$ cat src/rtl/out_port_uart_pkg.sv
// Shared types and defaults for the OUT-register UART output stage.
// Imported by the TX core and the top-level wrapper.
package out_port_uart_pkg;

    localparam int REGSIZE    = 8;
    localparam int UART_WTIME = 868;
    localparam int FIFO_DEPTH = 4;

    typedef enum logic [1:0] {
        IDLE  = 2'd0,
        START = 2'd1,
        DATA  = 2'd2,
        STOP  = 2'd3
    } TX_STATE_TYPE;

    localparam logic [1:0] ST_IDLE  = IDLE;
    localparam logic [1:0] ST_START = START;
    localparam logic [1:0] ST_DATA  = DATA;
    localparam logic [1:0] ST_STOP  = STOP;

endpackage

$ cat src/rtl/out_port_uart_tx.sv
// 8N1 serialiser: bit timer, shift register and frame FSM.
// Accepts one byte per frame through a valid/ready handshake.
module uart_tx_core
    import out_port_uart_pkg::*;
#(
    parameter int DATA_W = REGSIZE,
    parameter int WTIME  = UART_WTIME
) (
    input  logic              clk,
    input  logic              rst_n,
    input  logic              valid,
    input  logic [DATA_W-1:0] data,
    output logic              ready,
    output logic              tx
);

    localparam int TW = (WTIME > 1) ? $clog2(WTIME) : 1;
    localparam int BW = $clog2(DATA_W);
    localparam logic [TW-1:0] TLAST = TW'(WTIME - 1);
    localparam logic [BW-1:0] BLAST = BW'(DATA_W - 1);

    logic [1:0]        state;
    logic [TW-1:0]     timer;
    logic [BW-1:0]     bitcnt;
    logic [DATA_W-1:0] shreg;
    logic              tick;

    assign tick  = (timer == TLAST);
    assign ready = (state == ST_IDLE);

    // tx is loaded with the level of the state being entered
    always_ff @(posedge clk or negedge rst_n) begin
        if (!rst_n) begin
            state  <= ST_IDLE;
            timer  <= '0;
            bitcnt <= '0;
            shreg  <= '0;
            tx     <= 1'b1;
        end else begin
            unique case (state)
                ST_IDLE: begin
                    if (valid) begin
                        shreg  <= data;
                        bitcnt <= '0;
                        timer  <= '0;
                        state  <= ST_START;
                        tx     <= 1'b0;
                    end
                end
                ST_START: begin
                    if (tick) begin
                        timer <= '0;
                        state <= ST_DATA;
                        tx    <= shreg[0];
                    end else begin
                        timer <= timer + 1'b1;
                    end
                end
                ST_DATA: begin
                    if (tick) begin
                        timer <= '0;
                        shreg <= shreg >> 1;
                        if (bitcnt == BLAST) begin
                            state <= ST_STOP;
                            tx    <= 1'b1;
                        end else begin
                            bitcnt <= bitcnt + 1'b1;
                            tx     <= shreg[1];
                        end
                    end else begin
                        timer <= timer + 1'b1;
                    end
                end
                ST_STOP: begin
                    if (tick) begin
                        timer <= '0;
                        state <= ST_IDLE;
                        tx    <= 1'b1;
                    end else begin
                        timer <= timer + 1'b1;
                    end
                end
                default: begin
                    state <= ST_IDLE;
                    tx    <= 1'b1;
                end
            endcase
        end
    end

endmodule

$ cat src/rtl/out_port_uart.sv
// Watches the CPU OUT register, queues each new value and sends it
// as an 8N1 UART frame; overflow is flagged, never back-pressured.
module out_port_uart
    import out_port_uart_pkg::*;
#(
    parameter int DATA_W = REGSIZE,
    parameter int WTIME  = UART_WTIME,
    parameter int DEPTH  = FIFO_DEPTH
) (
    input  logic                   CLOCK,
    input  logic                   RESET,
    input  logic [DATA_W-1:0]      OUT,
    output logic                   UART_TX,
    output logic                   busy,
    output logic                   overflow,
    output logic [$clog2(DEPTH):0] fifo_count
);

    localparam int AW = $clog2(DEPTH);
    localparam int CW = AW + 1;

    logic [DATA_W-1:0] out_q;
    logic [DATA_W-1:0] mem [DEPTH];
    logic [AW-1:0]     wptr;
    logic [AW-1:0]     rptr;
    logic              push_req;
    logic              push;
    logic              pop;
    logic              valid;
    logic              ready;

    assign push_req = (OUT != out_q);
    assign valid    = (fifo_count != '0);
    assign pop      = valid & ready;
    // a pop on the same edge frees the slot the push needs
    assign push     = push_req & ((fifo_count < CW'(DEPTH)) | pop);
    assign busy     = ~ready | valid;

    always_ff @(posedge CLOCK or negedge RESET) begin
        if (!RESET) begin
            out_q      <= '0;
            wptr       <= '0;
            rptr       <= '0;
            fifo_count <= '0;
            overflow   <= 1'b0;
        end else begin
            out_q <= OUT;
            if (push) begin
                wptr <= wptr + 1'b1;
            end
            if (pop) begin
                rptr <= rptr + 1'b1;
            end
            fifo_count <= fifo_count + CW'(push) - CW'(pop);
            if (push_req & ~push) begin
                overflow <= 1'b1;
            end
        end
    end

    always_ff @(posedge CLOCK) begin
        if (push) begin
            mem[wptr] <= OUT;
        end
    end

    uart_tx_core #(
        .DATA_W (DATA_W),
        .WTIME  (WTIME)
    ) u_tx (
        .clk   (CLOCK),
        .rst_n (RESET),
        .valid (valid),
        .data  (mem[rptr]),
        .ready (ready),
        .tx    (UART_TX)
    );

endmodule

$ cat config.mk
export PLATFORM = sky130hd
export DESIGN_NAME = out_port_uart
export DESIGN_NICKNAME = d
export VERILOG_FILES = /design/src/rtl/out_port_uart_pkg.sv /design/src/rtl/out_port_uart_tx.sv /design/src/rtl/out_port_uart.sv
export SDC_FILE = /design/constraint.sdc
export NUM_CORES = 1
export LEC_CHECK = 0
export CAP_MARGIN = 10
export CORE_UTILIZATION = 38
export CTS_CLUSTER_DIAMETER = 200
export DETAILED_ROUTE_END_ITERATION = 10
export HOLD_SLACK_MARGIN = 0.05
export PLACE_DENSITY = 0.61
export SLEW_MARGIN = 20
export SYNTH_ARGS = -nofsm -noshare
export SYNTH_HDL_FRONTEND = slang
export SYNTH_SLANG_ARGS = --single-unit
$ cat constraint.sdc
create_clock -name CLOCK -period 2.85 [get_ports CLOCK]
set_input_delay 0.57 -clock CLOCK [delete_from_list [all_inputs] [get_ports CLOCK]]
set_output_delay 0.57 -clock CLOCK [all_outputs]
set_load 0.005 [all_outputs]
==> results.yml, run 1 <==
run_status:
  status: "complete, no violations"
logic_synthesis:
  synth_top_family_by_area: "compound AO/OA/AOI/OAI gates"
  synth_async_sr_flop_share_pct: 55.56
  seq_area_frac_synth_pct: 59.16
  synth-adder-area-share_pct: 5.505
  synth_edf_count: 32
  synth_xor_xnor_area_share_pct: 3.431
  ys_top_cells_by_area: "dfrtp_1 29%, edfxtp_1 29%, mux4_2 5.4%, ha_1 4.9%, o21ai_1 2.7%"
  yosysMostFrequentCell: "dfrtp_1"
  ys_ff_latch: 72
  yosysTopAreaCell: "dfrtp_1"
  synth_cell_types: 50
  ys_warn_count: 0
  syn_inst: 234
  synth_common_cells: "39 x dfrtp_1, 32 x edfxtp_1, 18 x o21ai_1"
  synth_compound_gate_area_share_pct: 10.86
  yosysTopAreaCellShare_pct: 29.41
  synth.avg_cell_area_sq_um: 14.18
  ys.flop_type: "dfrtp_1"
  yosys.area_share.simple_pct: 8.032
  synth_nets: 258
  yosys-mux-area-fraction_pct: 9.201
  syn_area_sq_mm: 0.003318
power_and_ir_drop:
  peakVddDrop_uv: 474.6
  p_comb_share_pct: 16.4
  power.switching_uw: 675.6
  swShare_pct: 26.43
  intPower_mw: 1.881
  clockPowerShare_pct: 31.6
  power.density_mw_per_mm2: 667.9
  power.leakage_nw: 1.497
  p_seq_share_pct: 52.0
setup_path:
  crit_fanout: 2
  cp.required_ps: 3110
  crit_arrival_ps: 2920
  start_kind: "primary input"
  worstReg2RegEnd: "fifo_count[2]"
  reg2reg_from: "u_tx.state[0]"
  critPathKind: "primary input to register"
  cp-end-kind: "register"
  r2r_cells: 11
  reg2reg_setup_slack_ps: 510
placed_design:
  dp.final_hpwl_um: 3835
  dp_cells: 358
  gp_congestion: 0.7259
  dpl_worst_slack_ps: -147.6
  io_buffers: 15
cells_and_area:
  num_antenna_cells: 0
  seq_area_sq_mm: 0.001963
  area_growth_pct: 15.35
  final.fill_count: 755
  finish.utilization_pct: 45.89
  instances_no_fill: 374
  drive_above_1_share_pct: 21.19
  nets: 288
  multi_input_comb_area_sq_mm: 0.001229
clock_network:
  cts-buffers-inserted: 9
  clkTransAtPathRegs_ps: 80
  hold_buffers: 0
  clock-root-buffer: "clkbuf_8"
  post_cts_buffers: 0
  clk_path_buf_depth: 2
  clk_latency_ps: 340
  cts_tree: "done"
  cts_resized: 0
  cts_sinks: 72
  htreeDepth: 3
floorplan:
  fp.coreArea_sq_mm: 0.008341
  start_util_pct: 39.78
  std_cell_rows: 33
  io_pins: 16
  die_x_um: 95.45
  die_y_um: 95.45
  dieArea_sq_mm: 0.009110
routing:
  drtPass1Iterations: 4
  wl_um: 5685
  avgViaCountPerCell: 5.088
  wl_per_cell_um: 15.20
  m1WireLength_um: 2582
  wl_met2_um: 2866
  vias: 1903
  route.detailed.drc: 0
  top_layer: "met4"
  drtIter0Drc: 44
  route.met3.wl_um: 205
  postRouteAntennaNets: 0
sta:
  fmax_mhz: 376.2
  max_slew_margin_pct: 38.08
  rsz0062_at_grt: "false"
  finalSetupViolCount: 0
  period_minus_slack_ps: 2658
  fin_setup_tns_ps: 0
  slew_violations: 0
  fin_skew_ps: 10.55
  fin_crit_sh_pct: 93.27
  hold_viol: 0
  worst_pin_slew_ps: 928.7
  setup_slack_ps: 191.7
grt:
  grt_pass1_wl_um: 9680
  antenna_found_initial: 0
  first_global_vias: 1950
  grt-ovfl-total: 0
  track_usage_pct: 14.47
  grt_max_degree: 41
hold_path:
  hold_path.class: "primary input to async pin"
flow_run:
  cap_violations: 0
## layer usage
metal	vias to the layer above	global-route usage, %
met2	30	24.23
met1	949	17.87
met5	-	0
met3	2	4.545
met4	0	4.478
li1	922	-
## logic make-up (layout without fill, tap and decap cells)
kind of cell             Yosys count  in the layout
AO/OA/AOI/OAI                     51             51
buffers and inverters             24             59
multiplexers                      20             20
flip-flops                        72             72
adder cells (fa/ha/maj)           14             14
AND/OR/NAND/NOR                   40             40
XOR/XNOR                          13             13
## final cells by class
cell class / count / area share [%]
multi-input combinational: 138 / 32.10
tap: 105 / 3.432
timing repair buffer: 29 / 6.538
clock inverter: 7 / 2.027
inverter: 14 / 1.373
clock buffer: 9 / 3.236
sequential: 72 / 51.29
## placed cells by master (no fill, tap or decap), types with 3 or more instances in the layout
| cell | n |
|---|---|
| mux2_1 | 3 |
| ha_1 | 13 |
| nand3_1 | 4 |
| nand2b_1 | 5 |
| buf_4 | 14 |
| mux4_2 | 8 |
| mux2i_1 | 8 |
| and2_1 | 5 |
| clkdlybuf4s50_1 | 14 |
| xor2_1 | 8 |
| o21ai_0 | 3 |
| xnor2_1 | 5 |
| a31oi_1 | 5 |
| nand2_1 | 10 |
| o21ai_1 | 18 |
| a21oi_1 | 7 |
| o211ai_1 | 3 |
| edfxtp_1 | 32 |
| clkbuf_8 | 9 |
| inv_1 | 13 |
| a22o_1 | 3 |
| dfrtp_1 | 39 |
## critical path, stage by stage
cell	delay, ps
clkdlybuf4s50_1	490
xor2_1	230
nor4_2	90
buf_4	150
a21oi_2	160
inv_1	60
ha_1	270
inv_1	40
ha_1	180
fa_1	370
xnor2_1	170
xnor2_1	130
## how the worst max path moves through the flow
| stage | startpoint | to | slack (ps) | depth (start not counted) |
|---|---|---|---|---|
| floorplan | u_tx.state[0] | fifo_count[2] | 500 | 12 |
| global placement | OUT[3] | fifo_count[2] | -140 | 12 |
| detailed placement | OUT[3] | fifo_count[2] | -150 | 12 |
| CTS | OUT[3] | fifo_count[2] | 180 | 12 |
| global route | OUT[3] | fifo_count[2] | 80 | 12 |
| finish | OUT[3] | fifo_count[2] | 190 | 12 |
## sequential cells by signal, indices dropped and copies added, names as in the netlist
signal,flops
out_q,8
rptr,2
u_tx.timer,10
u_tx.shreg,8
fifo_count,3
overflow,1
wptr,2
u_tx.tx,1
u_tx.state,2
mem,32
u_tx.bitcnt,3
## power by group through the flow
stage | sequential (mW) | combinational [mW] | clock [mW]
detailed placement | 1.35 | 0.430 | 0
floorplan | 1.33 | 0.260 | 0
CTS | 1.33 | 0.433 | 0.838
global placement | 1.34 | 0.423 | 0
global route | 1.34 | 0.477 | 0.880
finish | 1.33 | 0.420 | 0.809
## metrics by stage
stage | hold slack, ps | cell area, sq um | power [mW]
after floorplan | 274.4 | 3318 | 1.595
after global placement | 448.4 | 3626 | 1.766
after detailed placement | 447.5 | 3626 | 1.782
after CTS | 395.6 | 3827 | 2.601
after global routing | 437.1 | 3827 | 2.702
final | 370.0 | 3827 | 2.556
Power figures use the tool's default switching activity.
==> run 2: changes to the inputs <==
- ABC_CLOCK_PERIOD_IN_PS: unset -> 2850
==> results of run 2 <==
Same layout as run 1: the final DEF is identical, and so are final timing and power.
